## config.mk

```make
export PLATFORM = sky130hd
export DESIGN_NAME = mult_dot_accumulator
export DESIGN_NICKNAME = d
export VERILOG_FILES = /design/src/rtl/mult_dot_accumulator.sv
export SDC_FILE = /design/constraint.sdc
export NUM_CORES = 1
export LEC_CHECK = 0
export ABC_AREA = 1
export BUFFER_PORTS_ARGS = -buffer_cell sky130_fd_sc_hd__buf_4
export CORE_MARGIN = 8
export CORE_UTILIZATION = 50
export CTS_CLUSTER_DIAMETER = 120
export DETAILED_ROUTE_END_ITERATION = 16
export PLACE_DENSITY = 0.74
export SLEW_MARGIN = 20
export SYNTH_ARGS = -nofsm -noshare
export SYNTH_HDL_FRONTEND = slang
export SYNTH_SLANG_ARGS = --single-unit
export TNS_END_PERCENT = 30
```

## constraint.sdc

```tcl
create_clock -name clk -period 1.9 [get_ports clk]
set_input_delay 0.285 -clock clk [delete_from_list [all_inputs] [get_ports clk]]
set_output_delay 0.285 -clock clk [all_outputs]
set_load 0.05 [all_outputs]
```

## src/rtl/mult_dot_accumulator.sv

```systemverilog
// Frame-based saturating accumulator for the 4x4 multiplier's product stream.
// Beats are summed until in_last, then the result is held on a valid/ready port.
module mult_dot_accumulator #(
    parameter int PROD_W = 8,
    parameter int ACC_W  = 16,  // must be >= PROD_W
    parameter int CNT_W  = 4
) (
    input  logic              clk,
    input  logic              rst,
    input  logic              in_valid,
    output logic              in_ready,
    input  logic [PROD_W-1:0] in_prod,
    input  logic              in_last,
    output logic              out_valid,
    input  logic              out_ready,
    output logic [ACC_W-1:0]  out_sum,
    output logic              out_ovf,
    output logic [CNT_W-1:0]  out_cnt
);

    typedef enum logic {ACCUM, HOLD} state_t;

    state_t             state_q;
    logic [ACC_W-1:0]   acc_q, acc_d;
    logic               ovf_q, ovf_d;
    logic [CNT_W-1:0]   cnt_q, cnt_d;
    logic               in_ready_q;
    logic               out_valid_q;
    logic [ACC_W-1:0]   out_sum_q;
    logic               out_ovf_q;
    logic [CNT_W-1:0]   out_cnt_q;
    logic               beat_acc;
    logic               res_acc;

    // Returns {overflow, sum}; once the sticky flag is set the sum pins at all-ones.
    function automatic logic [ACC_W:0] sat_add(input logic [ACC_W-1:0]  a,
                                               input logic [PROD_W-1:0] p,
                                               input logic              sticky);
        logic [ACC_W:0] wide;
        wide = {1'b0, a} + (ACC_W+1)'(p);
        if (wide[ACC_W] || sticky) begin
            return {1'b1, {ACC_W{1'b1}}};
        end
        return wide;
    endfunction

    function automatic logic [CNT_W-1:0] sat_inc(input logic [CNT_W-1:0] c);
        if (&c) begin
            return c;
        end
        return c + CNT_W'(1);
    endfunction

    assign beat_acc = in_valid && in_ready_q;
    assign res_acc  = out_valid_q && out_ready;

    always_comb begin
        {ovf_d, acc_d} = sat_add(acc_q, in_prod, ovf_q);
        cnt_d          = sat_inc(cnt_q);
    end

    always_ff @(posedge clk) begin
        if (rst) begin
            state_q     <= ACCUM;
            acc_q       <= '0;
            ovf_q       <= 1'b0;
            cnt_q       <= '0;
            in_ready_q  <= 1'b1;
            out_valid_q <= 1'b0;
            out_sum_q   <= '0;
            out_ovf_q   <= 1'b0;
            out_cnt_q   <= '0;
        end else begin
            case (state_q)
                ACCUM: begin
                    if (beat_acc) begin
                        acc_q     <= acc_d;
                        ovf_q     <= ovf_d;
                        cnt_q     <= cnt_d;
                        out_sum_q <= acc_d;
                        out_ovf_q <= ovf_d;
                        out_cnt_q <= cnt_d;
                        if (in_last) begin
                            state_q     <= HOLD;
                            in_ready_q  <= 1'b0;
                            out_valid_q <= 1'b1;
                        end
                    end
                end
                HOLD: begin
                    // Result registers stay put; only the running state clears.
                    if (res_acc) begin
                        state_q     <= ACCUM;
                        acc_q       <= '0;
                        ovf_q       <= 1'b0;
                        cnt_q       <= '0;
                        in_ready_q  <= 1'b1;
                        out_valid_q <= 1'b0;
                    end
                end
                default: begin
                    state_q     <= ACCUM;
                    in_ready_q  <= 1'b1;
                    out_valid_q <= 1'b0;
                end
            endcase
        end
    end

    assign in_ready  = in_ready_q;
    assign out_valid = out_valid_q;
    assign out_sum   = out_sum_q;
    assign out_ovf   = out_ovf_q;
    assign out_cnt   = out_cnt_q;

endmodule
```

# Yosys cells after proc, flatten, opt, wreduce, memory -nomap -nowiden
# Cells that the tools add are included.
[op_classes]
reduce_logical = 7
muxes = 26
n_bitwise = 1
add_sub_neg = 2
eq_ne = 3
[ops]
columns = ["op", "count"]
rows = [
  ["17-bit two-way mux", 2],
  ["16-bit two-way mux", 2],
  ["16-bit one-hot mux with 2 select lines", 1],
  ["16-bit by 8-bit adder with 17-bit output", 1],
  ["4-bit two-way mux", 4],
  ["1-bit two-way mux", 12],
  ["1-bit one-hot mux with 2 select lines", 4],
  ["4-bit one-hot mux with 2 select lines", 1],
  ["4-bit by 1-bit adder with 4-bit output (second input constant)", 1],
  ["2-bit != test (second input constant)", 2],
  ["2-bit AND reduction", 2],
  ["4-bit AND reduction", 1],
  ["3-bit AND reduction", 1],
  ["1-bit logical AND", 2],
  ["2-bit by 1-bit != test with 1-bit output (second input constant)", 1],
  ["1-bit logical OR", 1],
  ["1-bit NOT", 1],
]
[totals]
output_inout_bits = 23
register_bits = 45

# Depth between registers and ports, before layout
[depth]
word_depth = 6
mapped_depth = 13
ltp_nobuf = 13

# Worst setup path after synthesis
# No wires, ideal clock.
[synth_path]
kind = "input-to-reg"
from = "input in_prod[0]"
to = "register out_sum_q[8], in the netlist out_sum[8]"
setup_slack_ps = 87
cell_stages = 13
arrival_time_ps = 1702
required_ps = 1790
path_cell_list = "ha_1 fa_1 nand2_1 nand2_1 nand3_2 nand2_4 nand2_4 nand2_4 nand2_4 buf_6 nand3_1 nand2_1 inv_1"
[synth_via]
elab_chain_len = 4
[synth_rtl]
columns = ["element", "line_no", "text"]
rows = [
  ["start, declared", "12", "input logic [PROD_W-1:0] in_prod,"],
  ["16-bit by 8-bit adder with 17-bit output *", "40", "wide = {1'b0, a} + (ACC_W+1)'(p);"],
  ["1-bit logical OR", "41", "if (wide[ACC_W] || sticky) begin"],
  ["1-bit two-way mux", "41", ""],
  ["17-bit two-way mux *", "44", "return wide;"],
  ["end signal, assigned", "70", "out_sum_q <= '0;"],
  ["end signal, assigned", "80", "out_sum_q <= acc_d;"],
  ["end, declared", "29", "logic [ACC_W-1:0] out_sum_q;"],
]
# Every way passes the cells marked *; elsewhere a longest branch is shown, timed or not.
# A chain may end at the register's enable or synchronous reset.

# Worst setup path in the final report
[layout_path]
from = "register acc_q[0]"
to = "register out_sum_q[15], in the netlist out_sum[15]"
[layout_via]
elab_chain_len = 4
[layout_rtl]
columns = ["element", "line_no", "text"]
rows = [
  ["start, declared", "24", "logic [ACC_W-1:0] acc_q, acc_d;"],
  ["start signal, assigned", "65", "acc_q <= '0;"],
  ["start signal, assigned", "77", "acc_q <= acc_d;"],
  ["start signal, assigned", "94", "acc_q <= '0;"],
  ["16-bit by 8-bit adder with 17-bit output *", "40", ""],
  ["1-bit logical OR", "41", ""],
  ["1-bit two-way mux", "41", ""],
  ["17-bit two-way mux *", "44", ""],
]
# Marks and branches as above.

==> metrics <==
area of the multi-input gates 1320 um2; via count approximately 2.2k; total of max-cap violations 0; largest net degree at the start of global routing 26; Worst setup EP type register; core box area between 4000 and 5000 um2; Reg-to-Reg Start acc_q[0]; Internal 1.48 mW; Routed WL 5.52 mm; worst hold slack 0.279 ns; Synth-to-Final Area Change 23.4%; syn avg cell area 6.86 um2; Clk pwr share 0.258; Unique masters post-synth 31; die area approximately 7100 um2; initial antenna violation count 0; CP Class reg -> reg; Yosys reg bits 45; Async SR Flop Fraction 0; WP data arrival just over 2 ns; setup violators final 0; clock root cell clkbuf_8; Pleak between 1.5 and 2 nW; num ports 36; Setup Skew around 0.0041 ns; worst setup path end out_sum[15]; Hold Fails Final Rpt 0; Core Util, Final 0.625; Rows 25; Comb power frac 0.273; Final min period 1.88 ns; Post-Route Setup TNS 0 ns; Reg2Reg Setup Slack 0.02 ns; crit path max fanout 7; Total GRT Usage 0.157; Cells after Synth 342; Syn Nets roughly 370; count of flip-flops with a built-in enable after synthesis 0; port bufs 35; chip width ~85 um; RD Place Congestion around 0.90; total clock sinks 45; vias in the first global route 2099; CP required a little over 2 ns; Syn Std Cell Area 2350 um2; CTS Hold Bufs 0; Syn. warnings 0; initial drt markers about 70; initial core utilization 0.507; number of H-tree levels 2; Reg2Reg Depth 12; worst setup path startpoint acc_q[0]; die height 84.5 um; Vias/cell slightly above 5; fraction of layout cells with a size suffix above 1 0.210; drt drc 0; Pre-antenna DRT Iters 4; RR Endpoint out_sum[15]; Sw Pwr 751 uW; Synth Flop Type dfxtp_1; Worst Max-Slew Pin Slew approximately 0.44 ns; RSZ-0062 raised after global routing true; crit path launch type register; grt total ovfl 0; maximum vdd ir drop 0.531 mV; Clock Path Buffers 2; filler cell count 435; Final Cycle Share 0.988; final net count approximately 400; Reg power frac 0.469; Reg area 902 um2; max frequency 533 MHz; Seq/Total Area, Yosys 0.384; Slew headroom 0.706; Final WS setup between 0.02 and 0.025 ns; status completed; post-DR wirelength/cell 12.6 um; Clk Latency, worst-skew pair roughly 0.30 ns; Final Slew Violations 0; post-DP HPWL 4.02 mm; Routed Antenna Nets 0; Place WS -0.271 ns; Net Sw Frac 0.336; antenna cells 0; Clk pin slew, worst setup/hold paths about 0.08 ns; TritonCTS clock tree done; Hold WC Path Type in -> reg; power per cell area 772 nW/um2; first-pass GRT wire length 9.29 mm; cts bufs inserted 5
==> worst max-delay path, stage by stage (launching register included) <==
cell     delay, ns
dfxtp_2       0.34
ha_4          0.16
fa_2          0.40
nand2_2       0.07
nand2_2       0.08
nand3_2       0.09
nand2_4       0.08
nand2_4       0.12
nand2_8       0.10
inv_6         0.09
nand3_1       0.07
nand2_1       0.08
a21oi_1       0.07
==> cells by family after synthesis <==
kind of cell | Yosys count | synth area share
AOI/OAI and AO/OA | 46 | 0.106
xor gates and xnor gates | 8 | 0.0299
adders and majority gates | 10 | 0.0565
buffers and inverters | 58 | 0.0976
DFF | 45 | 0.384
and+or+nand+nor | 175 | 0.326
==> worst min-delay path by stage <==
| stage | from | endpoint | slack (ns) | depth (start not counted) |
|---|---|---|---|---|
| 2_1_floorplan | state_q | state_q | 0.44 | 2 |
| 3_3_place_gp | ovf_q | ovf_q | 0.45 | 2 |
| 3_5_place_dp | out_sum[13] | out_sum[13] | 0.46 | 2 |
| 4_1_cts | in_last | in_ready | 0.27 | 4 |
| 5_1_grt | in_last | in_ready | 0.32 | 4 |
| 6_report | in_last | in_ready | 0.28 | 4 |
==> cells in the mapped netlist (all sizes together), types with 2 or more instances <==
cell,instances,share of area
nand2,122,0.21
o21ai,12,0.026
buf,4,0.011
dfxtp,45,0.38
xnor2,2,0.0075
or2,3,0.0080
nor2,12,0.021
nand4,2,0.0053
nor3,3,0.0085
a21oi,28,0.061
nand3,32,0.070
ha,9,0.048
xor2,6,0.022
clkbuf,6,0.0096
inv,47,0.075
o211ai,4,0.013
==> area by class of cell <==
type / count / share of cell area
clock buffers: 7 / 0.0264
flip-flops and latches: 45 / 0.312
well taps: 54 / 0.0233
multi-input cells: 240 / 0.457
clock inverters: 1 / 0.00259
inverters: 48 / 0.0640
repair buffers: 44 / 0.115
==> flip-flops by register name (all words and copies together), names as in the netlist <==
register	flops
acc_q	16
cnt_q	4
in_ready	1
out_cnt	4
out_ovf	1
out_sum	16
out_valid	1
ovf_q	1
state_q	1
==> stage by stage <==
step / power, mW / cells / cell area (um2)
2_1_floorplan: 1.47 / 342 / 2350
3_3_place_gp: 1.63 / 429 / 2690
3_5_place_dp: 1.64 / 429 / 2690
4_1_cts: 2.23 / 437 / 2780
5_1_grt: 2.37 / 439 / 2900
6_report: 2.24 / 439 / 2900
==> routing by layer <==
metal / GRT usage / part of all wire / vias up
met3: 0.0429 / 0.056 / 7
met1: 0.180 / 0.44 / 989
met4: 0.0647 / 0.014 / 0
met5: 0 / 0 / -
met2: 0.269 / 0.49 / 49
li1: - / - / 1164
==> cell usage in the layout (no fill, tap or decap), types with 6 or more instances in the layout <==
master / synthesis / final
buf_4: 0 / 43
ha_1: 9 / 8
nand3_1: 31 / 27
xor2_1: 6 / 6
nand2_1: 117 / 112
nand2_2: 1 / 6
nor2_1: 10 / 10
inv_1: 44 / 44
dfxtp_1: 45 / 44
a21oi_1: 27 / 26
==> timing repair <==
| item | CTS | global route |
|---|---|---|
| buffers inserted | 0 | 1 |
| gates cloned | 0 | 1 |
| resized for setup | 5 | 25 |
| pin swaps | 0 | 11 |
| setup endpoints to repair | 11 | 34 |
==> power by group through the flow <==
| stage | combinational (mW) | clock (mW) | sequential, mW |
|---|---|---|---|
| after floorplan | 0.294 | 0 | 1.17 |
| after global placement | 0.565 | 0 | 1.07 |
| after detailed placement | 0.570 | 0 | 1.07 |
| after CTS | 0.581 | 0.598 | 1.05 |
| after global routing | 0.678 | 0.633 | 1.06 |
| final | 0.611 | 0.576 | 1.05 |
No activity file was read; power rests on OpenSTA's default activity.
